--- config.mk ---
export PLATFORM = sky130hd
export DESIGN_NAME = ps2_keyboard
export DESIGN_NICKNAME = d
export VERILOG_FILES = /design/src/rtl/ps2_keyboard.sv
export SDC_FILE = /design/constraint.sdc
export NUM_CORES = 1
export LEC_CHECK = 0
export ABC_CLOCK_PERIOD_IN_PS = 4200
export BUFFER_PORTS_ARGS = -buffer_cell sky130_fd_sc_hd__buf_2
export CORE_MARGIN = 8
export CORE_UTILIZATION = 60
export DETAILED_ROUTE_END_ITERATION = 6
export PLACE_DENSITY = 0.83
export REMOVE_ABC_BUFFERS = 1
export SLEW_MARGIN = 25
export SYNTH_ARGS = -nofsm -noshare
export SYNTH_HDL_FRONTEND = slang
export SYNTH_SLANG_ARGS = --single-unit
export TNS_END_PERCENT = 20
--- constraint.sdc ---
create_clock -name clock -period 4.2 [get_ports clock]
set_input_delay 0.42 -clock clock [delete_from_list [all_inputs] [get_ports clock]]
set_output_delay 0.42 -clock clock [all_outputs]
set_load 0.01 [all_outputs]
--- src/rtl/ps2_keyboard.sv ---
// rtl/ps2_keyboard.sv - PS/2 set-2 receiver and decoder producing the Hack keyboard register value (optional PS2_PARITY_CHECK_EN)
module ps2_keyboard #(
    parameter int TIMEOUT = 5000
) (
    input  logic        clock,
    input  logic        reset,
    input  logic        ps2_clk,
    input  logic        ps2_data,
    output logic [15:0] out,
    output logic        key_strobe,
    output logic        frame_err
);

    localparam int TW = $clog2(TIMEOUT + 1);

    localparam logic [1:0] S_IDLE   = 2'd0;
    localparam logic [1:0] S_DATA   = 2'd1;
    localparam logic [1:0] S_PARITY = 2'd2;
    localparam logic [1:0] S_STOP   = 2'd3;

    logic [1:0]    clk_sync;
    logic [1:0]    data_sync;
    logic          clk_prev;
    logic          fall;
    logic          bit_in;

    logic [1:0]    state;
    logic [2:0]    bit_cnt;
    logic [7:0]    data_sr;
    logic          par_bit;
    logic [TW-1:0] idle_cnt;

    logic          ext;
    logic          brk;

    logic          timed_out;
    logic          parity_ok;
    logic          byte_ok;
    logic          drop;
    logic [15:0]   code;

    // Lookup of a completed scan code; zero means the key has no Hack code.
    function automatic logic [15:0] key_code(input logic e, input logic [7:0] sc);
        logic [15:0] c;
        c = 16'd0;
        if (e) begin
            case (sc)
                8'h6B:   c = 16'd130;
                8'h75:   c = 16'd131;
                8'h74:   c = 16'd132;
                8'h72:   c = 16'd133;
                default: c = 16'd0;
            endcase
        end else begin
            case (sc)
                8'h1C: c = 16'd65;  8'h32: c = 16'd66;  8'h21: c = 16'd67;
                8'h23: c = 16'd68;  8'h24: c = 16'd69;  8'h2B: c = 16'd70;
                8'h34: c = 16'd71;  8'h33: c = 16'd72;  8'h43: c = 16'd73;
                8'h3B: c = 16'd74;  8'h42: c = 16'd75;  8'h4B: c = 16'd76;
                8'h3A: c = 16'd77;  8'h31: c = 16'd78;  8'h44: c = 16'd79;
                8'h4D: c = 16'd80;  8'h15: c = 16'd81;  8'h2D: c = 16'd82;
                8'h1B: c = 16'd83;  8'h2C: c = 16'd84;  8'h3C: c = 16'd85;
                8'h2A: c = 16'd86;  8'h1D: c = 16'd87;  8'h22: c = 16'd88;
                8'h35: c = 16'd89;  8'h1A: c = 16'd90;
                8'h45: c = 16'd48;  8'h16: c = 16'd49;  8'h1E: c = 16'd50;
                8'h26: c = 16'd51;  8'h25: c = 16'd52;  8'h2E: c = 16'd53;
                8'h36: c = 16'd54;  8'h3D: c = 16'd55;  8'h3E: c = 16'd56;
                8'h46: c = 16'd57;
                8'h29: c = 16'd32;  8'h5A: c = 16'd128; 8'h66: c = 16'd129;
                8'h76: c = 16'd140;
                default: c = 16'd0;
            endcase
        end
        return c;
    endfunction

    // Two-flop synchronisers; reset to the idle-high line level so no false edge follows reset.
    always_ff @(posedge clock or negedge reset) begin
        if (!reset) begin
            clk_sync  <= 2'b11;
            data_sync <= 2'b11;
            clk_prev  <= 1'b1;
        end else begin
            clk_sync  <= {clk_sync[0], ps2_clk};
            data_sync <= {data_sync[0], ps2_data};
            clk_prev  <= clk_sync[1];
        end
    end

    assign fall   = clk_prev & ~clk_sync[1];
    assign bit_in = data_sync[1];

`ifdef PS2_PARITY_CHECK_EN
    assign parity_ok = ^{data_sr, par_bit};
`else
    // Parity is still computed from the latched bit but never gates delivery.
    assign parity_ok = (^{data_sr, par_bit}) | 1'b1;
`endif

    assign timed_out = (state != S_IDLE) && !fall && (idle_cnt == TW'(TIMEOUT));
    assign byte_ok   = fall && (state == S_STOP) && bit_in && parity_ok;
    assign drop      = timed_out || (fall && (state == S_STOP) && !(bit_in && parity_ok));
    assign code      = key_code(ext, data_sr);

    // Cycles since the last PS/2 falling edge, saturating at the timeout value.
    always_ff @(posedge clock or negedge reset) begin
        if (!reset) begin
            idle_cnt <= '0;
        end else if (fall) begin
            idle_cnt <= '0;
        end else if (idle_cnt != TW'(TIMEOUT)) begin
            idle_cnt <= idle_cnt + TW'(1);
        end
    end

    // Frame receiver: start, eight data bits LSB first, parity, stop.
    always_ff @(posedge clock or negedge reset) begin
        if (!reset) begin
            state   <= S_IDLE;
            bit_cnt <= 3'd0;
            data_sr <= 8'd0;
            par_bit <= 1'b0;
        end else if (timed_out) begin
            state <= S_IDLE;
        end else if (fall) begin
            case (state)
                S_IDLE: begin
                    if (!bit_in) begin
                        state   <= S_DATA;
                        bit_cnt <= 3'd0;
                    end
                end
                S_DATA: begin
                    data_sr <= {bit_in, data_sr[7:1]};
                    bit_cnt <= bit_cnt + 3'd1;
                    if (bit_cnt == 3'd7) begin
                        state <= S_PARITY;
                    end
                end
                S_PARITY: begin
                    par_bit <= bit_in;
                    state   <= S_STOP;
                end
                default: begin
                    state <= S_IDLE;
                end
            endcase
        end
    end

    // Decoder: prefix flags, make/break tracking of the held key, and the one-cycle pulses.
    always_ff @(posedge clock or negedge reset) begin
        if (!reset) begin
            out        <= 16'd0;
            key_strobe <= 1'b0;
            frame_err  <= 1'b0;
            ext        <= 1'b0;
            brk        <= 1'b0;
        end else begin
            key_strobe <= 1'b0;
            frame_err  <= drop;
            if (drop) begin
                ext <= 1'b0;
                brk <= 1'b0;
            end else if (byte_ok) begin
                if (data_sr == 8'hE0) begin
                    ext <= 1'b1;
                end else if (data_sr == 8'hF0) begin
                    brk <= 1'b1;
                end else begin
                    ext <= 1'b0;
                    brk <= 1'b0;
                    if (code != 16'd0) begin
                        if (brk) begin
                            if (code == out) begin
                                out        <= 16'd0;
                                key_strobe <= 1'b1;
                            end
                        end else if (code != out) begin
                            out        <= code;
                            key_strobe <= 1'b1;
                        end
                    end
                end
            end
        end
    end

endmodule
==> results.sh, run 1 <==
export IMPL_gp_congestion=0.990
export IMPL_wirelength_um=6710
export IMPL_worst_slew_pin_slew_ns=0.662
export IMPL_worstSetupPathDepth=15
export IMPL_post_cts_repair_setup_buffers=0
export IMPL_drt_wirelength_per_cell_um=15.4
export IMPL_synth_area_leaders="dfrtp_1 31%, ha_1 6.8%, nand2_1 4.7%"
export IMPL_cts_buffer_depth=2
export IMPL_seq_area_frac_synth_pct=34.8
export IMPL_clk_pin_slew_ns=0.09
export IMPL_dieArea_mm2=0.00774
export IMPL_ioPinCount=22
export IMPL_status="finished clean"
export IMPL_synth_top_area_share_pct=30.6
export IMPL_worstPathRequired_ns=4.43
export IMPL_cts_resized=0
export IMPL_cp_startpoint="data_sr[0]$_DFFE_PN0P_"
export IMPL_root_buffer="clkbuf_8"
export IMPL_yosysWarnings=0
export IMPL_core_area_mm2=0.00504
export IMPL_antenna_found_initial=0
export IMPL_cts_tree="yes"
export IMPL_r2r_start="data_sr[0]$_DFFE_PN0P_"
export IMPL_drv_cap=0
export IMPL_grt_pass1_vias=2438
export IMPL_ctsHoldBuffers=0
export IMPL_drtIter0Drc=275
export IMPL_nets=386
export IMPL_grt_pass1_wl_um=11400
export IMPL_skew_ns=0.0101
export IMPL_path_cells="inv_1 > ha_1 > nand3b_1 > a211o_1 > a2111o_1 > nor3_1 > nor2b_1 > xnor2_1 > or4_1 > ha_1 > nor2_1 > nand2_1 > nor2_1 > nand2_1 > o21ai_1"
export IMPL_drive_gt1_share_pct=15.0
export IMPL_ir_drop_uv=302
export IMPL_path_max_fanout=8
export IMPL_timing_final_crit_period_ns=3.83
export IMPL_synth_edf_count=0
export IMPL_period_share_pct=91.2
export IMPL_synthFlopType="dfrtp_1"
export IMPL_ys_ff_latch=43
export IMPL_worstSkewPairLatency_ns=0.30
export IMPL_drv_slew=0
export IMPL_grt_use_total_pct=18.6
export IMPL_netlist_instances=354
export IMPL_avgSynthCellArea_um2=8.78
export IMPL_power_leakage_nw=1.46
export IMPL_syn_area_mm2=0.00311
export IMPL_via_count=2610
export IMPL_max_stage_delay_ns=0.54
export IMPL_setup_violations=0
export IMPL_first_pass_iters=5
export IMPL_drc_errors=0
export IMPL_fmax_ghz=0.261
export IMPL_endpoint_kind="flop"
export IMPL_fillers=423
export IMPL_cts_sinks=43
export IMPL_cp_slowest_cell="or4_1"
export IMPL_overflow=0
export IMPL_synth_cell_types=69
export IMPL_ant_nets=0
export IMPL_hpwl_um=4880
export IMPL_synth_top_area_cell="dfrtp_1"
export IMPL_maxSlewHeadroom_pct=55.5
export IMPL_worst_setup_path_type="flop to flop"
export IMPL_rows=26
export IMPL_port_buffers=13
export IMPL_r2r_cells=15
export IMPL_startpoint_type="flop"
export IMPL_path_buf_inv=1
export IMPL_cp_top_family="simple AND/OR/NAND/NOR gates"
export IMPL_htree_levels=2
export IMPL_fp_dieH_um=88.0
export IMPL_syn2layout_area_growth_pct=7.33
export IMPL_numCtsBuffers=5
export IMPL_die_x_um=88.0
export IMPL_critPathArrivalTime_ns=4.06
export IMPL_power_density_mw_per_mm2=506
export IMPL_synthArstFlopShare_pct=100
export IMPL_hold_viol=0
export IMPL_whs_ns=0.0904
export IMPL_setup_tns_final_ns=0
export IMPL_initial_core_util_pct=61.6
export IMPL_viasPerCell=5.99
export IMPL_grt_setup_unrepaired="no"
export IMPL_n_antenna_cell=0
export IMPL_worst_hold_path_type="input pin to async pin"
export IMPL_grt_max_degree=44
-- per-layer routing --
layer,GRT usage [%],vias up,share of wire [%]
li1,-,1256,-
met1,24.3,1237,43
met2,29.8,106,48
met3,4.03,11,7.6
met4,5.78,0,1.4
met5,0,-,0
-- synthesized netlist by cell type, types with 5 or more instances --
library cell   n
nand2_1       39
dfrtp_1       38
nor2_1        28
a21oi_1       20
inv_1         19
ha_1          17
o21ai_0       14
buf_4         10
clkbuf_1      10
nand2b_1      10
nor3_1         9
buf_2          8
nand3_1        8
o21ai_1        8
xnor2_1        8
xor2_1         8
dfstp_2        5
mux2i_1        5
nand4_1        5
nor2b_1        5
or3_1          5
-- logic make-up after synthesis --
| kind of cell | count (synthesis) | synth area share, % |
|---|---|---|
| XOR/XNOR | 17 | 5.03 |
| AND/OR/NAND/NOR | 131 | 21.3 |
| other | 1 | 0.121 |
| buffers and inverters | 50 | 7.81 |
| AO/OA/AOI/OAI | 82 | 18.8 |
| multiplexers | 13 | 5.24 |
| adder cells (fa/ha/maj) | 17 | 6.85 |
| flip-flops | 43 | 34.8 |
-- path summary, 6_finish.rpt --
| path | slack, ns | to |
|---|---|---|
| setup reg to reg | 0.37 | out[7]$_DFFE_PN0P_ |
| min in group clock | 0.22 | data_sync[0]$_DFF_PN1_ |
| hold / removal | 0.09 | out[0]$_DFFE_PN0P_ |
| setup / recovery | 0.37 | out[7]$_DFFE_PN0P_ |
| max in group asynchronous | 3.74 | data_sync[1]$_DFF_PN1_ |
| hold reg to reg | 0.36 | clk_sync[1]$_DFF_PN1_ |
-- power breakdown --
| group | leakage (nW) | internal [W] | switching [W] | total [W] |
|---|---|---|---|---|
| Combinational | 0.835 | 0.000310 | 0.000427 | 0.000737 |
| Clock | 0.0581 | 0.000177 | 0.000143 | 0.000320 |
| Sequential | 0.566 | 0.000487 | 0.000143 | 0.000631 |
| Total | 1.46 | 0.000975 | 0.000714 | 0.00169 |
-- per-stage QoR --
| stage | util (%) | power [W] | worst slack [ns] | cells | area [µm²] |
|---|---|---|---|---|---|
| after detailed placement | 63.8 | 0.00135 | 0.389 | 428 | 3220 |
| after CTS | 66.1 | 0.00168 | 0.362 | 436 | 3330 |
| after floorplan | - | 0.00112 | 0.628 | 332 | 2970 |
| after global routing | 66.1 | 0.00181 | 0.0503 | 436 | 3330 |
| final | 66.1 | 0.00169 | 0.371 | 436 | 3330 |
| after global placement | 63.8 | 0.00132 | 0.568 | 428 | 3220 |
-- flip-flops by register name, summed over array words and instances, names as in the netlist --
name / flops
state: 2
ext: 1
brk: 1
clk_prev: 1
frame_err: 1
key_strobe: 1
idle_cnt: 13
out: 8
data_sync: 2
clk_sync: 2
bit_cnt: 3
data_sr: 8
-- worst register-to-register path: stages, from the launching register on --
cell and delay [ns]:
dfrtp_1 0.44, inv_1 0.13, ha_1 0.31, nand3b_1 0.14, a211o_1 0.32, a2111o_1 0.41
nor3_1 0.25, nor2b_1 0.13, xnor2_1 0.16, or4_1 0.54, ha_1 0.20, nor2_1 0.10
nand2_1 0.13, nor2_1 0.33, nand2_1 0.09, o21ai_1 0.08
-- layout make-up --
type / instances / area [µm²] / area share [%]
multi-input combinational: 268 / 1810 / 54.2
sequential: 43 / 1080 / 32.5
timing repair buffer: 26 / 165 / 4.95
tap: 70 / 87.6 / 2.63
inverter: 21 / 78.8 / 2.36
clock buffer: 5 / 68.8 / 2.06
clock inverter: 3 / 43.8 / 1.31
-- layout by cell type, fill, tap and decap left out, drive strengths merged, types with 2 or more instances in the layout --
master and instances:
a21oi 21, nand4 5, nand2b 10, a31oi 2
clkinv 2, buf 26, a211o 2, ha 17
a32o 2, nand3b 4, nand3 8, and3 3
nor2 28, or3 5, mux4 2, nor3 9
a31o 2, a2111oi 2, nor2b 5, mux2 6
dfrtp 38, and2 2, clkbuf 5, a311oi 3
o32ai 3, mux2i 5, nand2 39, o21ai 22
xor2 8, inv 21, nor4 4, conb 8
dfstp 5, a21o 3, or2 2, a211oi 3
o311a 2, xnor2 9
(Power assumes the default switching activity.)
==> run 2, diff against run 1 <==
--- a/config.mk
+++ b/config.mk
@@ -5,14 +5,13 @@
 export SDC_FILE = /design/constraint.sdc
 export NUM_CORES = 1
 export LEC_CHECK = 0
-export ABC_CLOCK_PERIOD_IN_PS = 4200
+export ABC_CLOCK_PERIOD_IN_PS = 4420
 export BUFFER_PORTS_ARGS = -buffer_cell sky130_fd_sc_hd__buf_2
 export CORE_MARGIN = 8
 export CORE_UTILIZATION = 60
 export DETAILED_ROUTE_END_ITERATION = 6
 export PLACE_DENSITY = 0.83
 export REMOVE_ABC_BUFFERS = 1
-export SLEW_MARGIN = 25
 export SYNTH_ARGS = -nofsm -noshare
 export SYNTH_HDL_FRONTEND = slang
 export SYNTH_SLANG_ARGS = --single-unit
==> constraint.sdc (replaced) <==
create_clock -name clock -period 4.42 [get_ports clock]
set_input_delay 0.442 -clock clock [delete_from_list [all_inputs] [get_ports clock]]
set_output_delay 0.442 -clock clock [all_outputs]
set_load 0.01 [all_outputs]
==> run 2 against run 1 <==
- clock power down 19%
- largest power group unchanged
- critical path depth shrank 1
- cell count is 1.1% lower
- hold slack gained 0.15 ns
- die area unchanged
- global-route usage shrank 0.22 points
- sequential power shrank 6.3%
- routed wire length fell by 1.0%
- maximum frequency shrank 7.2%
==> results.sh, run 2 (synthesis results as in run 1) <==
export IMPL_status="finished clean"
export IMPL_clk_pin_slew_ns=0.08
export IMPL_multi_input_area_mm2=0.00181
export IMPL_post_cts_repair_setup_buffers=0
export IMPL_drc_errors=0
export IMPL_skew_ns=0.00729
export IMPL_regArea_mm2=0.00108
export IMPL_grt_pass1_vias=2392
export IMPL_layout_common_cells="39 x nand2_1, 38 x dfrtp_1, 27 x nor2_1, 20 x a21oi_1, 19 x inv_1"
export IMPL_largest_registers="idle_cnt: 13 flops, data_sr: 8 flops, out: 8 flops"
export IMPL_via_count=2567
export IMPL_drive_gt1_share_pct=13.9
export IMPL_drtIter0Drc=256
export IMPL_root_buffer="clkbuf_8"
export IMPL_power_density_mw_per_mm2=466
export IMPL_cts_sinks=43
export IMPL_antenna_found_initial=0
export IMPL_fmax_ghz=0.242
export IMPL_worstSkewPairLatency_ns=0.29
export IMPL_dieArea_mm2=0.00774
export IMPL_postPlaceCellArea_mm2=0.00318
export IMPL_grt_use_total_pct=18.4
export IMPL_p_switching_w=0.000656
export IMPL_critPathArrivalTime_ns=4.29
export IMPL_numCtsBuffers=5
export IMPL_grt_max_degree=44
export IMPL_power_leakage_nw=1.42
export IMPL_fp_dieH_um=88.0
export IMPL_overflow=0
export IMPL_timing_final_crit_period_ns=4.13
export IMPL_first_pass_iters=5
export IMPL_cts_buffer_depth=2
export IMPL_port_buffers=13
export IMPL_r2r_slack_ns=0.29
export IMPL_drv_slew=0
export IMPL_worstReg2RegEnd="out[0]$_DFFE_PN0P_"
export IMPL_fin_cells=431
export IMPL_fillers=417
export IMPL_core_area_mm2=0.00504
export IMPL_sw_frac_of_total_pct=42.9
export IMPL_worstPathRequired_ns=4.58
export IMPL_ctsHoldBuffers=0
export IMPL_cp_startpoint="data_sr[1]$_DFFE_PN0P_"
export IMPL_hpwl_um=4780
export IMPL_syn2layout_area_growth_pct=5.56
export IMPL_startpoint_type="flop"
export IMPL_ant_nets=0
export IMPL_worst_hold_path_type="input pin to flop"
export IMPL_fin_area_mm2=0.00328
export IMPL_p_int_w=0.000873
export IMPL_largest_register="idle_cnt"
export IMPL_r2r_start="data_sr[1]$_DFFE_PN0P_"
export IMPL_path_max_fanout=13
export IMPL_ir_drop_uv=347
export IMPL_place_inst=423
export IMPL_cts_tree="yes"
export IMPL_htree_levels=2
export IMPL_period_share_pct=93.4
export IMPL_rows=26
export IMPL_clockPowerShare_pct=17.0
export IMPL_gp_congestion=0.942
export IMPL_nets=381
export IMPL_setup_violations=0
export IMPL_r2r_cells=14
export IMPL_largest_reg_flops=13
export IMPL_initial_core_util_pct=61.6
export IMPL_setup_tns_final_ns=0
export IMPL_n_antenna_cell=0
export IMPL_die_x_um=88.0
export IMPL_grt_pass1_wl_um=11300
export IMPL_wirelength_um=6640
export IMPL_drv_cap=0
export IMPL_worst_slew_pin_slew_ns=0.936
export IMPL_grt_setup_unrepaired="no"
export IMPL_layout_commonest_cell="nand2_1"
export IMPL_viasPerCell=5.96
export IMPL_maxSlewHeadroom_pct=37.6
export IMPL_p_seq_share_pct=38.7
export IMPL_hold_viol=0
export IMPL_drt_wirelength_per_cell_um=15.4
export IMPL_cp_endpoint="out[0]$_DFFE_PN0P_"
export IMPL_endpoint_kind="flop"
export IMPL_ioPinCount=22
export IMPL_worst_setup_path_type="flop to flop"
export IMPL_pwr_share_comb_pct=44.4
[run 2: stage by stage]
stage | hold slack, ns | worst slack, ns | utilization, % | total power [W]
2_1_floorplan | 0.146 | 0.848 | - | 0.00106
3_3_place_gp | 0.346 | 0.418 | 63.1 | 0.00124
3_5_place_dp | 0.349 | 0.339 | 63.1 | 0.00126
4_1_cts | 0.231 | 0.268 | 65.0 | 0.00153
5_1_grt | 0.229 | 0.0718 | 65.0 | 0.00165
6_report | 0.241 | 0.294 | 65.0 | 0.00153
[run 2: layer usage]
| layer | track usage, % | wire length [µm] | up-vias |
|---|---|---|---|
| met4 | 5.78 | 95 | 0 |
| li1 | - | - | 1242 |
| met5 | 0 | 0 | - |
| met2 | 29.8 | 3170 | 105 |
| met1 | 24.1 | 2910 | 1209 |
| met3 | 3.38 | 466 | 11 |
[run 2: how the worst min path moves through the flow]
stage,from,to,slack [ns],cells past startpoint
final,ps2_data,data_sync[0]$_DFF_PN1_,0.24,1
after floorplan,reset,bit_cnt[0]$_DFFE_PN0P_,0.15,0
after global routing,ps2_data,data_sync[0]$_DFF_PN1_,0.23,1
after CTS,ps2_data,data_sync[0]$_DFF_PN1_,0.23,1
after detailed placement,clk_sync[0]$_DFF_PN1_,clk_sync[1]$_DFF_PN1_,0.35,0
after global placement,clk_sync[0]$_DFF_PN1_,clk_sync[1]$_DFF_PN1_,0.35,0
[run 2: power groups by stage]
| stage | Combinational [W] | Sequential [W] | Clock, W |
|---|---|---|---|
| 6_report | 0.000678 | 0.000591 | 0.000259 |
| 5_1_grt | 0.000758 | 0.000605 | 0.000284 |
| 4_1_cts | 0.000670 | 0.000587 | 0.000270 |
| 3_5_place_dp | 0.000664 | 0.000594 | 0 |
| 3_3_place_gp | 0.000650 | 0.000590 | 0 |
| 2_1_floorplan | 0.000455 | 0.000607 | 0 |
[run 2: area by class of cell]
class | instances | share of cell area, %
Clock buffer | 7 | 2.63
Clock inverter | 1 | 0.267
Inverter | 21 | 2.40
Multi-Input combinational cell | 268 | 55.2
Sequential cell | 43 | 33.0
Tap cell | 70 | 2.67
Timing Repair Buffer | 21 | 3.82
[run 2: timing repair]
item / CTS / global route
resized for setup: 0 / 1
hold endpoints to repair: 0 / 0
setup endpoints to repair: 0 / 5
[run 2: worst max-delay path, stage by stage, from the launching register on]
cell and delay, ns:
dfrtp_1 0.52, inv_1 0.20, ha_1 0.39, nand3b_1 0.15, a211o_1 0.34, a2111o_1 0.43, nor3_1 0.28, nor2b_1 0.14
xnor2_1 0.16, or4_1 0.56, ha_1 0.21, nor2_1 0.10, nand2_1 0.14, a21oi_4 0.25, o32ai_1 0.13
